===== config.mk =====
export PLATFORM = sky130hd
export DESIGN_NAME = csa_tree_pipe_flat
export DESIGN_NICKNAME = d
export VERILOG_FILES = /design/src/rtl/csa_tree_pipe_pkg.sv /design/src/rtl/csa_tree_pipe_if.sv /design/src/rtl/csa_tree_pipe_csa32.sv /design/src/rtl/csa_tree_pipe.sv /design/src/flat_wrapper.sv
export SDC_FILE = /design/constraint.sdc
export NUM_CORES = 1
export LEC_CHECK = 0
export ABC_AREA = 1
export BUFFER_PORTS_ARGS = -buffer_cell sky130_fd_sc_hd__buf_2
export CORE_MARGIN = 2
export CORE_UTILIZATION = 60
export DETAILED_ROUTE_END_ITERATION = 10
export PLACE_DENSITY_LB_ADDON = 0.08
export RECOVER_POWER = 100
export SYNTH_ARGS = -nofsm -noshare
export SYNTH_HDL_FRONTEND = slang
export SYNTH_SLANG_ARGS = --single-unit
export TNS_END_PERCENT = 5

===== constraint.sdc =====
create_clock -name clk -period 22.2 [get_ports clk]
set_input_delay 2.22 -clock clk [delete_from_list [all_inputs] [get_ports clk]]
set_output_delay 2.22 -clock clk [all_outputs]
set_load 0.03 [all_outputs]

===== src/rtl/csa_tree_pipe_pkg.sv =====
// Shared helpers for the carry-save adder tree: level counting, output width
// and per-level operand counts, evaluated at elaboration time.
package csa_pkg;

   localparam int SHA_W = 32;

   // Operand count left after l levels of 3:2 reduction, starting from n.
   function automatic int level_n(int n, int l);
      int cnt;
      cnt = n;
      for (int i = 0; i < l; i++) begin
         if (cnt > 2) cnt = cnt - cnt / 3;
      end
      return cnt;
   endfunction

   // Number of 3:2 levels needed to bring n operands down to two.
   function automatic int csa_levels(int n);
      int cnt;
      int lv;
      cnt = n;
      lv  = 0;
      while (cnt > 2) begin
         cnt = cnt - cnt / 3;
         lv++;
      end
      return lv;
   endfunction

   // Result width: modular sums keep the operand width, full sums grow by log2(n).
   function automatic int csa_width(int w, int n, bit mod);
      return mod ? w : w + $clog2(n);
   endfunction

endpackage


===== src/rtl/csa_tree_pipe_if.sv =====
// Valid/ready bundle for the multi-operand adder: an operand set goes in,
// one sum comes out. The producer/consumer side uses master, the adder uses slave.
interface csa_tree_pipe_if
   import csa_pkg::*;
#(
   parameter int WIDTH    = SHA_W,
   parameter int N_OPS    = 7,
   parameter bit MODE_MOD = 1'b1
);

   localparam int OUT_W = csa_width(WIDTH, N_OPS, MODE_MOD);

   logic                   in_valid;
   logic                   in_ready;
   logic [N_OPS*WIDTH-1:0] in_ops;
   logic                   out_valid;
   logic                   out_ready;
   logic [OUT_W-1:0]       out_sum;

   modport master (
      output in_valid, in_ops, out_ready,
      input  in_ready, out_valid, out_sum
   );

   modport slave (
      input  in_valid, in_ops, out_ready,
      output in_ready, out_valid, out_sum
   );

endinterface


===== src/rtl/csa_tree_pipe_csa32.sv =====
// Combinational W-bit 3:2 compressor: three addends become a sum vector and a
// carry vector whose total equals a+b+c (modulo 2^W).
module csa32 #(
   parameter int W = 32
) (
   input  logic [W-1:0] a,
   input  logic [W-1:0] b,
   input  logic [W-1:0] c,
   output logic [W-1:0] sum,
   output logic [W-1:0] carry
);

   assign sum   = a ^ b ^ c;
   assign carry = ((a & b) | (a & c) | (b & c)) << 1;

endmodule


===== src/rtl/csa_tree_pipe.sv =====
// Pipelined multi-operand adder. Each 3:2 reduction level is one register
// stage and the final carry-propagate add is one more, so the pipe holds
// LEVELS+1 results. Stall propagates combinationally from out_ready back to
// in_ready, so empty stages are filled even while the output is blocked.
module csa_tree_pipe
   import csa_pkg::*;
#(
   parameter int WIDTH    = SHA_W,
   parameter int N_OPS    = 7,
   parameter bit MODE_MOD = 1'b1
) (
   input  logic            clk,
   input  logic            rst,
   csa_tree_pipe_if.slave  bus
);

   localparam int OUT_W  = csa_width(WIDTH, N_OPS, MODE_MOD);
   localparam int LEVELS = csa_levels(N_OPS);

   logic [LEVELS:0]  v;
   logic [LEVELS:0]  load;
   logic [LEVELS:0]  take;
   logic [OUT_W-1:0] cpa_a;
   logic [OUT_W-1:0] cpa_b;
   logic [OUT_W-1:0] sum_q;

   // Ready chain from the output back to the input; take marks a stage that captures valid data.
   always_comb begin : ready_chain
      logic downstream;
      load       = '0;
      take       = '0;
      downstream = bus.out_ready;
      for (int s = LEVELS; s >= 0; s--) begin
         load[s] = !v[s] || downstream;
         if (s > 0) begin
            take[s]    = v[s-1] && load[s];
            downstream = take[s];
         end
      end
      take[0] = bus.in_valid && load[0] && !rst;
   end

   assign bus.in_ready = load[0] && !rst;

   // Stage valid bits: a loading stage inherits the valid of whatever it captures.
   always_ff @(posedge clk) begin
      if (rst) begin
         v <= '0;
      end else begin
         for (int s = 0; s <= LEVELS; s++) begin
            if (load[s]) v[s] <= take[s];
         end
      end
   end

   for (genvar l = 0; l < LEVELS; l++) begin : lvl
      localparam int NI = level_n(N_OPS, l);
      localparam int NO = level_n(N_OPS, l + 1);
      localparam int NG = NI / 3;

      logic [OUT_W-1:0] din  [NI];
      logic [OUT_W-1:0] dout [NO];
      logic [OUT_W-1:0] q    [NO];

      if (l == 0) begin : src
         for (genvar k = 0; k < NI; k++) begin : ext
            assign din[k] = OUT_W'(bus.in_ops[k*WIDTH +: WIDTH]);
         end
      end else begin : src
         for (genvar k = 0; k < NI; k++) begin : fwd
            assign din[k] = lvl[l-1].q[k];
         end
      end

      for (genvar g = 0; g < NG; g++) begin : cmp
         csa32 #(.W(OUT_W)) u_csa (
            .a     (din[3*g]),
            .b     (din[3*g+1]),
            .c     (din[3*g+2]),
            .sum   (dout[2*g]),
            .carry (dout[2*g+1])
         );
      end

      for (genvar k = 3*NG; k < NI; k++) begin : pass
         assign dout[k-NG] = din[k];
      end

      // Level register: captures the reduced vectors only when valid data advances into it.
      always_ff @(posedge clk) begin
         if (rst) begin
            for (int k = 0; k < NO; k++) q[k] <= '0;
         end else if (take[l]) begin
            for (int k = 0; k < NO; k++) q[k] <= dout[k];
         end
      end
   end

   if (LEVELS == 0) begin : cpa_src
      assign cpa_a = OUT_W'(bus.in_ops[0 +: WIDTH]);
      assign cpa_b = OUT_W'(bus.in_ops[WIDTH +: WIDTH]);
   end else begin : cpa_src
      assign cpa_a = lvl[LEVELS-1].q[0];
      assign cpa_b = lvl[LEVELS-1].q[1];
   end

   // Final carry-propagate add; held while the consumer stalls.
   always_ff @(posedge clk) begin
      if (rst) begin
         sum_q <= '0;
      end else if (take[LEVELS]) begin
         sum_q <= cpa_a + cpa_b;
      end
   end

   assign bus.out_valid = v[LEVELS];
   assign bus.out_sum   = sum_q;

endmodule


===== src/flat_wrapper.sv =====
// flat-port wrapper written by rule: the top's interface ports become plain ports
module csa_tree_pipe_flat import csa_pkg::*;
#(
   parameter int WIDTH    = SHA_W,
   parameter int N_OPS    = 7,
   parameter bit MODE_MOD = 1'b1
)
  (clk, rst, bus_in_valid, bus_in_ops, bus_out_ready, bus_in_ready, bus_out_valid, bus_out_sum);
  csa_tree_pipe_if #(.WIDTH(WIDTH), .N_OPS(N_OPS), .MODE_MOD(MODE_MOD)) bus_i ();
  input  logic clk;
  input  logic rst;
  input wire logic [$bits(bus_i.in_valid)-1:0] bus_in_valid;
  input wire logic [$bits(bus_i.in_ops)-1:0] bus_in_ops;
  input wire logic [$bits(bus_i.out_ready)-1:0] bus_out_ready;
  output wire logic [$bits(bus_i.in_ready)-1:0] bus_in_ready;
  output wire logic [$bits(bus_i.out_valid)-1:0] bus_out_valid;
  output wire logic [$bits(bus_i.out_sum)-1:0] bus_out_sum;
  assign bus_i.in_valid = bus_in_valid;
  assign bus_i.in_ops = bus_in_ops;
  assign bus_i.out_ready = bus_out_ready;
  assign bus_in_ready = bus_i.in_ready;
  assign bus_out_valid = bus_i.out_valid;
  assign bus_out_sum = bus_i.out_sum;
  csa_tree_pipe #(.WIDTH(WIDTH), .N_OPS(N_OPS), .MODE_MOD(MODE_MOD)) u_core (.clk(clk), .rst(rst), .bus(bus_i));
endmodule

==> results of run 1 <==
## logic make-up (layout without fill, tap and decap cells)
logic type | after synthesis | count (layout)
compound gates | 61 | 61
buf+inv | 641 | 942
simple gates | 829 | 829
xor+xnor | 19 | 19
flops | 478 | 478
fa+ha+maj | 185 | 185
## critical path: stages
cell and delay (ps):
buf_2 80, nor2_1 70, clkinv_1 70, nor2_1 70, clkinv_1 80, nor2_1 50, inv_1 90, nor2_1 90
nand2_1 80, inv_1 50, o21ai_0 2290, clkbuf_1 5190
## Yosys cell counts (all sizes together)
cell type | n | area (µm²)
a211oi | 1 | 7.510
a21o | 1 | 7.510
a21oi | 34 | 170.2
buf | 38 | 245.2
clkbuf | 19 | 71.32
dfxtp | 37 | 740.7
edfxtp | 441 | 13240
fa | 152 | 3043
ha | 33 | 412.9
inv | 584 | 2192
nand2 | 233 | 877.1
nand3 | 44 | 225.2
nand3b | 1 | 7.510
nand4 | 3 | 18.77
nor2 | 539 | 2033
nor3 | 4 | 20.02
o211ai | 2 | 15.01
o21ai | 20 | 100.1
o21bai | 3 | 22.52
or2 | 5 | 31.28
xnor2 | 8 | 70.07
xor2 | 11 | 96.34
## registers in the layout, summed over array words and instances (netlist names)
signal	count
u_core.bus.out_sum	32
u_core.lvl.q	441
u_core.v	5
## cell type report
class / count / area [µm²]
Timing Repair Buffer: 271 / 1300
Clock inverter: 21 / 151.4
Multi-Input combinational cell: 1094 / 7171
Sequential cell: 478 / 13980
Inverter: 584 / 2192
Fill cell: 3002 / 11980
Tap cell: 518 / 648.1
Clock buffer: 66 / 1310
## power by group through the flow
stage / sequential, W / clock (W) / combinational, W
3_3_place_gp: 0.00109 / 0 / 0.000203
5_1_grt: 0.00108 / 0.000808 / 0.000240
3_5_place_dp: 0.00109 / 0 / 0.000207
2_1_floorplan: 0.00110 / 0 / 0.000127
4_1_cts: 0.00107 / 0.000774 / 0.000210
6_report: 0.00108 / 0.000757 / 0.000207
## path summary, 6_finish.rpt
kind	slack, ps	cells after the start	to	from
setup reg to reg	12790	12	u_core.lvl[0].q[0][159]	u_core.v[4]
setup / recovery	11410	12	u_core.lvl[0].q[0][159]	bus_out_ready
hold / removal	500	2	u_core.v[2]	u_core.v[1]
hold reg to reg	500	2	u_core.v[2]	u_core.v[1]
## stage by stage
step	cell area, µm²	power (W)	cells
after floorplan	23650	0.001227	2213
after global placement	25460	0.001292	2945
after detailed placement	25460	0.001298	2945
after CTS	26920	0.002056	3032
after global routing	26760	0.002132	3032
final	26760	0.002041	3032
## layer usage
layer	GRT usage, %	part of all wire [%]	wire length [µm]
met4	6.465	2.3	979
met3	2.825	4.0	1735
met2	34.82	45	19450
met5	0	0	0
met1	32.75	49	21150
==> flow_summary.json, run 1 <==
{
  "vias": 14130,
  "fin_crit_sh_pct": 48.61,
  "core_um2": 38740,
  "rows": 72,
  "synth_seq_area_share_pct": 59.13,
  "yosysUniqueCellTypes": 29,
  "timing_hold_violations_final": 0,
  "cts_root_buf": "clkbuf_16",
  "pwr_density_cell_nw_per_um2": 76.27,
  "endpoint_kind": "flip-flop",
  "cts_sinks": 478,
  "cts_tree": "built",
  "syn_nets": 2626,
  "p_sw_w": 0.0004770,
  "ys_seq_elements": 478,
  "skew_ps": 16.44,
  "synth_simple_gate_area_share_pct": 13.59,
  "first_iter_violations": 660,
  "post_synth_xor_area_fraction_pct": 0.7036,
  "path_class": "in -> reg",
  "finalWorstSetupSlack_ps": 11410,
  "max_slew_margin_pct": -394.8,
  "outcome": "finished with violations",
  "worst_slew_pin_slew_ps": 7423,
  "syn_area_um2": 23650,
  "cts.path.max_buffers": 3,
  "synth_compound_area_share_pct": 1.365,
  "gp_congestion": 0.8449,
  "syn_inst": 2213,
  "synth.mux.area_fraction_pct": 0,
  "place_hpwl_mm": 30.57,
  "drt-wirelength-per-cell_um": 14.29,
  "dp_slack_ps": 16210,
  "port-buffer-count": 261,
  "crit_path_start_kind": "input port",
  "clkTransAtPathRegs_ps": 60,
  "final_net_count": 2891,
  "dieArea_um2": 41020,
  "synthAdderAreaFrac_pct": 14.61,
  "ant_nets": 0,
  "grt_pass1_wl_mm": 71.23,
  "gr-total-overflow": 0,
  "max_freq_mhz": 92.67,
  "via_per_inst": 4.661,
  "final_common_cell": "inv_1",
  "tns_ps": 0,
  "maxCapViolations": 14,
  "worst_ep_required_time_ps": 22160,
  "min_period_ps": 10790,
  "cp_max_fo": 143,
  "ctsResizeCount": 0,
  "ir_worst_vdd_mv": 0.05818,
  "die_x_um": 202.5,
  "arrival_ps": 10750,
  "syn2layout_area_growth_pct": 13.13,
  "internal_power_w": 0.001564,
  "violations": "capacitance limit, slew limit",
  "postCtsSetupBuffers": 0,
  "wirelength_mm": 43.32,
  "seq_power_share_pct": 52.8,
  "dr.pass1.iters": 5,
  "diodes": 0,
  "pwr-share-comb_pct": 10.1,
  "cts_max_level": 2,
  "ctsHoldBuffers": 0,
  "grt_setup_unrepaired": "no",
  "final_util_pct": 69.07,
  "ios": 262,
  "maxSlewViolCount": 906,
  "drive_above_1_share_pct": 11.73,
  "worstHoldPathType": "reg -> reg",
  "setup_viol": 0,
  "yosys_warnings": 0,
  "die_height_um": 202.5,
  "grt_pass1_vias": 14240,
  "clock_latency_ps": 570,
  "p_leak_nw": 12.59,
  "synth_area_per_cell_um2": 10.69,
  "pwr-share-clk_pct": 37.1,
  "cts_buffers": 49,
  "whs_ps": 496.5,
  "track_usage_pct": 22.08,
  "antenna_found_initial": 0,
  "start_util_pct": 61.05,
  "grt_max_degree": 144,
  "synth_top_family_by_area": "adder cells",
  "p_sw_share_pct": 23.37,
  "final_cell_mix": "inv_1 (582), nor2_1 (538), edfxtp_1 (441)",
  "route.detailed.drc": 0
}
No activity file was read; power rests on OpenSTA's default activity.
==> inputs of run 2 (changes only) <==
- CORE_UTILIZATION: 60 -> 54
- clock period: 22.2 -> 9.7 ns (I/O delays scaled with it)
==> flow_summary.json, run 2 (synthesis gave the netlist of run 1 again) <==
{
  "outcome": "finished with violations",
  "violations": "capacitance limit, slew limit",
  "grt_setup_unrepaired": "no",
  "crit_path_start_kind": "input port",
  "die_height_um": 213.3,
  "start_util_pct": 54.78,
  "cts_buffers": 48,
  "worstHoldPathType": "reg -> reg",
  "track_usage_pct": 20.22,
  "setup_viol": 0,
  "via_per_inst": 4.530,
  "die_x_um": 213.3,
  "final_net_count": 2891,
  "drive_above_1_share_pct": 12.26,
  "skew_ps": 13.34,
  "cts_max_level": 2,
  "grt_pass1_vias": 14290,
  "gp_congestion": 0.8533,
  "place_hpwl_mm": 31.58,
  "final_cells": 3098,
  "postCtsSetupBuffers": 0,
  "vias": 14030,
  "pwr_density_cell_nw_per_um2": 175.5,
  "route.detailed.drc": 0,
  "multi_input_area_um2": 7176,
  "clock_latency_ps": 580,
  "largest_register": "u_core.lvl.q",
  "ctsResizeCount": 0,
  "dr.pass1.iters": 5,
  "clkTransAtPathRegs_ps": 60,
  "maxCapViolations": 9,
  "grt_max_degree": 86,
  "cts_root_buf": "clkbuf_16",
  "crit_chain": "clkbuf_1 > inv_1 > o21ai_4 > clkbuf_1 > buf_4",
  "worst_ep_required_time_ps": 9900,
  "drt-wirelength-per-cell_um": 14.16,
  "endpoint_kind": "flip-flop",
  "ir_worst_vdd_mv": 0.1253,
  "final_util_pct": 62.39,
  "max_freq_mhz": 162.7,
  "first_iter_violations": 876,
  "path_class": "in -> reg",
  "dieArea_um2": 45490,
  "final_cell_mix": "inv_1 (582), nor2_1 (538), edfxtp_1 (441)",
  "p_leak_nw": 12.64,
  "final_common_cell": "inv_1",
  "cp_max_fo": 64,
  "cts.path.max_buffers": 3,
  "ios": 262,
  "cts_sinks": 478,
  "worst-path-buf-inv": 4,
  "slowest_stage": "clkbuf_1",
  "placedCellCount": 3013,
  "ctsHoldBuffers": 0,
  "core_um2": 43170,
  "wirelength_mm": 43.87,
  "fin_crit_sh_pct": 63.36,
  "ant_nets": 0,
  "regArea_um2": 13980,
  "arrival_ps": 6340,
  "max_slew_margin_pct": -128.1,
  "rows": 76,
  "min_period_ps": 6146,
  "grt_pass1_wl_mm": 71.73,
  "maxSlewViolCount": 461,
  "crit_top_cell": "clkbuf_1",
  "worst_slew_pin_slew_ps": 3421,
  "port-buffer-count": 261,
  "max_stage_delay_ps": 2410,
  "n_fill_cell": 3646,
  "crit_family": "buffers and inverters",
  "diodes": 0,
  "gr-total-overflow": 0,
  "antenna_found_initial": 0,
  "p_total_w": 0.004728,
  "timing_hold_violations_final": 0,
  "largest_reg_flops": 441,
  "cts_tree": "built",
  "syn2layout_area_growth_pct": 13.89
}
==> run 2: changes by cell type in the layout (fill, tap and decap cells not counted), moves of 2 or more <==
cell       delta
clkinv_2      +3
clkbuf_1      -9
buf_4         +7
inv_6         -2
clkbuf_8      -2
bufinv_16     +2
clkinv_1      -4
==> run 2: path summary, 6_finish.rpt <==
check | from | end | slack, ps | cells after the start
max | rst | u_core.lvl[1].q[2][24] | 3550 | 5
min | u_core.lvl[3].q[0][0] | u_core.bus.out_sum[0] | 500 | 2
max reg2reg | u_core.v[4] | u_core.lvl[0].q[0][144] | 4360 | 14
min reg2reg | u_core.lvl[3].q[0][0] | u_core.bus.out_sum[0] | 500 | 2
==> run 2: where the power goes <==
| group | leakage [nW] | internal [W] | switching (W) |
|---|---|---|---|
| combinational | 6.88 | 0.000176 | 0.000296 |
| sequential | 5.02 | 0.00239 | 0.0000594 |
| clock | 0.740 | 0.00105 | 0.000754 |
==> run 2: cell type report <==
| class | instances | share of cell area (%) |
|---|---|---|
| Timing Repair Buffer | 272 | 4.938 |
| Sequential cell | 478 | 51.91 |
| Clock inverter | 23 | 0.8408 |
| Inverter | 584 | 8.138 |
| Tap cell | 585 | 2.717 |
| Multi-Input combinational cell | 1094 | 26.64 |
| Clock buffer | 62 | 4.812 |
==> run 2: layer usage <==
layer  GRT usage [%]  vias to the layer above  part of all wire (%)
met3           3.309                       52                   4.0
met5               0                        -                     0
met4           4.909                        0                   1.7
met2           32.06                      285                    45
met1           29.56                     6520                    49
li1                -                     7177                     -
==> run 2: stage by stage <==
stage	worst slack (ps)	cell area (µm²)	hold WS (ps)	setup TNS [ps]
finish	3554	26940	495.6	0
CTS	6113	27070	497.0	0
global placement	5654	25550	476.8	0
global route	2993	26940	521.2	0
detailed placement	5542	25550	482.6	0
floorplan	-1171	23650	447.5	-147550
==> run 2: tightest hold or removal path: stages (launching register included) <==
cell and delay, ps:
edfxtp_1 330, nor2_1 50, nor2_1 80
